==> config.mk <==
export PLATFORM = sky130hd
export DESIGN_NAME = hazard_stall_ctrl
export DESIGN_NICKNAME = d
export VERILOG_FILES = /design/src/rtl/hazard_stall_ctrl.sv
export SDC_FILE = /design/constraint.sdc
export NUM_CORES = 1
export LEC_CHECK = 0
export ABC_CLOCK_PERIOD_IN_PS = 3350
export CORE_MARGIN = 1
export CORE_UTILIZATION = 35
export DETAILED_ROUTE_END_ITERATION = 10
export PLACE_DENSITY = 0.87
export SYNTH_ARGS = -nofsm -noshare
export SYNTH_HDL_FRONTEND = slang
export SYNTH_SLANG_ARGS = --single-unit
==> constraint.sdc <==
create_clock -name clk -period 3.35 [get_ports clk]
set_input_delay 0.8375 -clock clk [delete_from_list [all_inputs] [get_ports clk]]
set_output_delay 0.8375 -clock clk [all_outputs]
set_load 0.02 [all_outputs]
==> src/rtl/hazard_stall_ctrl.sv <==
// Load-use / branch-squash / MDU sequencing hazard controller for the 5-stage core.
// Optional HAZARD_PERF_EN adds saturating stall and flush perf counters.
module hazard_stall_ctrl #(
  parameter int MDU_CYCLES = 32
) (
  input  logic        clk,
  input  logic        rst,
  input  logic [4:0]  id_rs,
  input  logic [4:0]  id_rt,
  input  logic        id_use_rs,
  input  logic        id_use_rt,
  input  logic        id_mdu_start,
  input  logic        id_mdu_read,
  input  logic        ex_memrd,
  input  logic [4:0]  ex_regrd,
  input  logic        branch_taken,
  output logic        pc_wr,
  output logic        ifid_wr,
  output logic        ifid_flush,
  output logic        idex_flush,
  output logic        mdu_go,
  output logic        mdu_busy,
  output logic [31:0] stall_cycles,
  output logic [31:0] flush_count
);

  localparam int CW = $clog2(MDU_CYCLES + 1);

  localparam logic [0:0] RUN      = 1'b0;
  localparam logic [0:0] MDU_BUSY = 1'b1;

  logic [0:0]    state;
  logic [CW-1:0] cnt;
  logic          busy;
  logic          lu;
  logic          ms;
  logic          stall;

  assign busy = (state == MDU_BUSY);

  assign lu = ex_memrd && (ex_regrd != 5'd0) &&
              ((id_use_rs && (ex_regrd == id_rs)) ||
               (id_use_rt && (ex_regrd == id_rt)));

  assign ms    = busy && (id_mdu_read || id_mdu_start);
  assign stall = lu || ms;

  assign mdu_busy = busy && !rst;

  always_comb begin
    pc_wr      = 1'b1;
    ifid_wr    = 1'b1;
    ifid_flush = 1'b0;
    idex_flush = 1'b0;
    mdu_go     = 1'b0;
    if (rst) begin
      pc_wr      = 1'b0;
      ifid_wr    = 1'b0;
      ifid_flush = 1'b1;
      idex_flush = 1'b1;
    end else if (branch_taken) begin
      // the stalled ID instruction is wrong-path, so squash wins
      ifid_flush = 1'b1;
      idex_flush = 1'b1;
    end else if (stall) begin
      pc_wr      = 1'b0;
      ifid_wr    = 1'b0;
      idex_flush = 1'b1;
    end else begin
      mdu_go = id_mdu_start;
    end
  end

  always_ff @(posedge clk) begin
    if (rst) begin
      state <= RUN;
      cnt   <= '0;
    end else if (state == RUN) begin
      if (mdu_go) begin
        state <= MDU_BUSY;
        cnt   <= CW'(MDU_CYCLES);
      end
    end else begin
      if (cnt == CW'(1)) state <= RUN;
      cnt <= cnt - CW'(1);
    end
  end

`ifdef HAZARD_PERF_EN
  logic [31:0] sc_q;
  logic [31:0] fc_q;

  always_ff @(posedge clk) begin
    if (rst) begin
      sc_q <= '0;
      fc_q <= '0;
    end else begin
      if (stall && !branch_taken && (sc_q != 32'hFFFF_FFFF))
        sc_q <= sc_q + 32'd1;
      if (branch_taken && (fc_q != 32'hFFFF_FFFF))
        fc_q <= fc_q + 32'd1;
    end
  end

  assign stall_cycles = rst ? 32'd0 : sc_q;
  assign flush_count  = rst ? 32'd0 : fc_q;
`else
  assign stall_cycles = 32'd0;
  assign flush_count  = 32'd0;
`endif

endmodule

# [Word level (Yosys, flattened, before mapping)]
# Cells that the tools add are included.
[word_totals] register_bits=7 wordCells=34
[op_classes] addsub=1 eq_ne=3 n_mux=16 n_reduce_logical=12
[ops] op="1-bit two-way mux" n=14
[ops] op="6-bit two-way mux" n=2
[ops] op="5-bit == test" n=2
[ops] op="6-bit by 1-bit == test with 1-bit output (second input constant)" n=1
[ops] op="1-bit logical AND" n=6
[ops] op="6-bit by 1-bit subtractor with 6-bit output (second input constant)" n=1
[ops] op="5-bit nonzero test" n=1
[ops] op="1-bit logical OR" n=3
[ops] op="2-bit nonzero test" n=1
[ops] op="1-bit logical NOT" n=1

# [Logic depth before layout (Yosys ltp)]
[depth] depth_word=10 mapped_depth=6 depth_no_buf=6

# [Worst setup path before layout]
# OpenSTA, ideal clock, no wires.
[synth_path] path_kind="input to output" start="input ex_regrd[1]" end="output pc_wr" t_arrival_ns=2.302 required_time_ns=2.513 setup_slack_ns=0.210 stages=5 n_path_buf=1 cell_sequence="or4_4 o21ai_0 o21ai_0 a21oi_1 buf_4"
[synth_between] elab_chain_len=8 elab_cells_between_ends=12 cone_classes="eq/ne (2); mux (3); reduce/logical (7)"
[synth_rtl] element="start, declared" line_no="15" text="input logic [4:0] ex_regrd,"
[synth_rtl] element="5-bit == test, on equally long branches" line_no="42, 43"
[synth_rtl] element="1-bit logical AND, on equally long branches" line_no="42, 43"
[synth_rtl] element="1-bit logical OR" line_no="42" text="((id_use_rs && (ex_regrd == id_rs)) ||"
[synth_rtl] element="1-bit logical AND *" line_no="41" text="assign lu = ex_memrd && (ex_regrd != 5'd0) &&"
[synth_rtl] element="1-bit logical OR *" line_no="46" text="assign stall = lu || ms;"
[synth_rtl] element="1-bit two-way mux * (3 in a row)"
[synth_rtl] element="end, declared" line_no="17" text="output logic pc_wr,"
# Every way passes the cells marked *; elsewhere a longest branch is shown, timed or not.

# [Final worst setup path]
[layout_path] start="input ex_regrd[4]" end="output idex_flush"
[layout_between] elab_chain_len=8 elab_cells_between_ends=12 cone_classes="eq/ne (2); mux (3); reduce/logical (7)"
[layout_rtl] element="5-bit == test, on equally long branches" line_no="42, 43"
[layout_rtl] element="1-bit logical AND, on equally long branches" line_no="42, 43"
[layout_rtl] element="1-bit logical OR" line_no="42"
[layout_rtl] element="1-bit logical AND *" line_no="41"
[layout_rtl] element="1-bit logical OR *" line_no="46"
[layout_rtl] element="1-bit two-way mux *" line_no="65" text="end else if (stall) begin"
[layout_rtl] element="1-bit two-way mux *" line_no="61" text="end else if (branch_taken) begin"
[layout_rtl] element="1-bit two-way mux *" line_no="56" text="if (rst) begin"
[layout_rtl] element="end, declared" line_no="20" text="output logic idex_flush,"
# Marks and branches as above.

==> impl_metrics.env <==
export IMPL_drv_slew=0
export IMPL_stdcell_area_sq_um=1280
export IMPL_post_cts_buffers=0
export IMPL_yosysTopAreaCellShare_pct=44.8
export IMPL_async_flop_share_pct=0
export IMPL_holdPathEnd="cnt[4]"
export IMPL_io_pins=93
export IMPL_setup_violations=0
export IMPL_synth_common_cells="65 x buf_4, 11 x xnor2_1, 7 x dfxtp_1"
export IMPL_skew_ns=0.00262
export IMPL_p_comb_share_pct=49.3
export IMPL_fin_crit_sh_pct=98.3
export IMPL_p_sw_uw=158
export IMPL_cap_violations=0
export IMPL_utilization_pct=45.0
export IMPL_crit_arrival_ns=2.45
export IMPL_syn_cell_area_sq_um=1090
export IMPL_viasPerCell=4.07
export IMPL_hold_class="reg -> reg"
export IMPL_ys_ff_latch=7
export IMPL_synth_cells=137
export IMPL_start_util_pct=38.2
export IMPL_pwr_share_clk_pct=21.4
export IMPL_whs_ns=0.503
export IMPL_antenna_left=0
export IMPL_final_setup_tns_ns=0
export IMPL_antenna_found_initial=0
export IMPL_power_density_nw_per_um2=290
export IMPL_max_freq_mhz=304
export IMPL_cts_buffers=3
export IMPL_netlist_top_cells_area="buf_4 45%, dfxtp_1 13%, xnor2_1 8.8%"
export IMPL_cts_hold_fix_buffers=0
export IMPL_drt_iter0_drc=13
export IMPL_p_leak_uw=0.000603
export IMPL_final_hold_violation_count=0
export IMPL_core_sq_um=2850
export IMPL_gp_congestion=0.790
export IMPL_vias=850
export IMPL_clkLatencyLatePin_ns=0.26
export IMPL_multi_input_area_sq_um=684
export IMPL_insertedDiodeCount=0
export IMPL_fin_crit_ns=3.29
export IMPL_fp_dieW_um=57.8
export IMPL_p_int_uw=214
export IMPL_reg2reg_from="cnt[0]"
export IMPL_gr_usage_all_layers_pct=11.3
export IMPL_grt_max_degree=15
export IMPL_htree_levels=1
export IMPL_yosysTopAreaCell="buf_4"
export IMPL_grt_ovfl_total=0
export IMPL_dpl_hpwl_mm=1.62
export IMPL_synth_cell_types=34
export IMPL_hold_path_startpoint="cnt[4]"
export IMPL_syn_area_per_cell_sq_um=7.95
export IMPL_place_area_sq_um=1250
export IMPL_reg2regPathDepth=5
export IMPL_die_area_sq_um=3340
export IMPL_r2r_end="cnt[1]"
export IMPL_outcome="finished with violations"
export IMPL_crit_fanout=3
export IMPL_portBuffers=28
export IMPL_cts_tree="done"
export IMPL_setup_ws_ns=0.0583
export IMPL_r2r_setup_slack_ns=1.83
export IMPL_synthFlopType="dfxtp_1"
export IMPL_drt_wl_total_mm=1.93
export IMPL_grt_pass1_vias=672
export IMPL_post_drt_wl_per_cell_um=9.22
export IMPL_rsz0062_at_grt="false"
export IMPL_clock_root_buffer="clkbuf_4"
export IMPL_clkTransAtPathRegs_ns=0.05
export IMPL_cts_sinks=7
export IMPL_synth_edf_count=0
export IMPL_violations="design-rule violations"
export IMPL_required_ns=2.51
export IMPL_end_kind="primary output"
export IMPL_first_pass_iters=9
export IMPL_yosysMostFrequentCell="buf_4"
export IMPL_rows=19
export IMPL_startpoint_type="input port"
export IMPL_seq_area_frac_synth_pct=12.9
export IMPL_peakVddDrop_mv=0.0896
export IMPL_final_nets=204
export IMPL_drcViolationCount=5
export IMPL_die_height_um=57.8
export IMPL_pwr_share_seq_pct=29.4
export IMPL_ys_warn_count=0
export IMPL_syn2layout_area_growth_pct=17.7
export IMPL_crit_type="in -> out"
export IMPL_layout_drive_gt1_share_pct=15.7
export IMPL_fill_cells=279
export IMPL_grt_pass1_wl_mm=2.93
export IMPL_min_path_cells=2
export IMPL_dp_slack_ns=-0.530
export IMPL_netSwitchingFraction_pct=42.6
export IMPL_cts_max_path_buffers=2
export IMPL_regArea_sq_um=140
-- layout make-up --
type	instances	share of cell area [%]
sequential	7	10.9
inverter	5	1.46
multi-input combinational	121	53.4
timing repair buffer	41	29.2
tap	31	3.02
clock buffer	4	2.05
-- flip-flops by register name (all words and copies together), names as in the netlist --
| register | flops |
|---|---|
| busy | 1 |
| cnt | 6 |
-- kinds of logic after synthesis --
group | Yosys count | synth area share, %
buffers and inverters | 72 | 47.2
and+or+nand+nor | 24 | 13.2
AOI/OAI and AO/OA | 19 | 14.5
xor gates and xnor gates | 12 | 9.64
DFF | 7 | 12.9
adders and majority gates | 2 | 2.30
other | 1 | 0.344
-- cell usage in the layout, fill, tap and decap left out, types with 2 or more instances in the layout --
master / instances
and3_1: 2
buf_4: 15
buf_6: 2
clkbuf_4: 3
clkdlybuf4s50_1: 23
conb_1: 64
dfxtp_1: 7
ha_1: 2
inv_1: 5
nand2_1: 4
nand3b_1: 4
nand4_1: 2
nor2_1: 2
nor2b_1: 2
nor3_1: 2
o21ai_0: 2
o21ai_1: 3
or3_1: 3
xnor2_1: 11
-- stage by stage --
stage | total power [uW] | instances
2_1_floorplan | 289 | 200
3_3_place_gp | 287 | 205
3_5_place_dp | 291 | 205
4_1_cts | 369 | 209
5_1_grt | 400 | 209
6_report | 372 | 209
-- power groups by stage --
stage | Sequential, uW | Clock [uW] | Combinational (uW)
4_1_cts | 109 | 81.3 | 178
3_5_place_dp | 111 | 0 | 180
3_3_place_gp | 110 | 0 | 177
6_report | 109 | 79.5 | 183
2_1_floorplan | 106 | 0 | 183
5_1_grt | 112 | 88.2 | 199
-- worst max-delay path by stage --
stage	startpoint	to	depth (start not counted)
CTS	ex_regrd[2]	pc_wr	6
detailed placement	ex_regrd[1]	pc_wr	6
global placement	ex_regrd[1]	pc_wr	6
finish	ex_regrd[4]	idex_flush	7
global route	ex_regrd[4]	idex_flush	7
floorplan	ex_regrd[1]	pc_wr	5
-- worst max-delay path, cell delays in order --
cell	delay, ns
clkdlybuf4s50_1	0.42
or4_4	0.54
buf_4	0.15
o21a_4	0.20
nand2_1	0.09
nand3_2	0.07
buf_6	0.14
-- metal layers --
| layer | wire length, um | track usage, % | vias up | share of wire (%) |
|---|---|---|---|---|
| met2 | 1040 | 18.9 | 53 | 54 |
| met3 | 133 | 0.670 | 3 | 6.9 |
| met5 | 0 | 0 | - | 0 |
| met1 | 732 | 14.5 | 384 | 38 |
| met4 | 27 | 6.12 | 0 | 1.4 |
| li1 | - | - | 410 | - |
-- timing repair --
item                                    4_1_cts  5_1_grt
resized for setup                            21        7
endpoints found under the setup margin        4        3
pin swaps                                     1        3
endpoints found under the hold margin         0        0
Note: power is estimated with default switching activity, not from simulation.
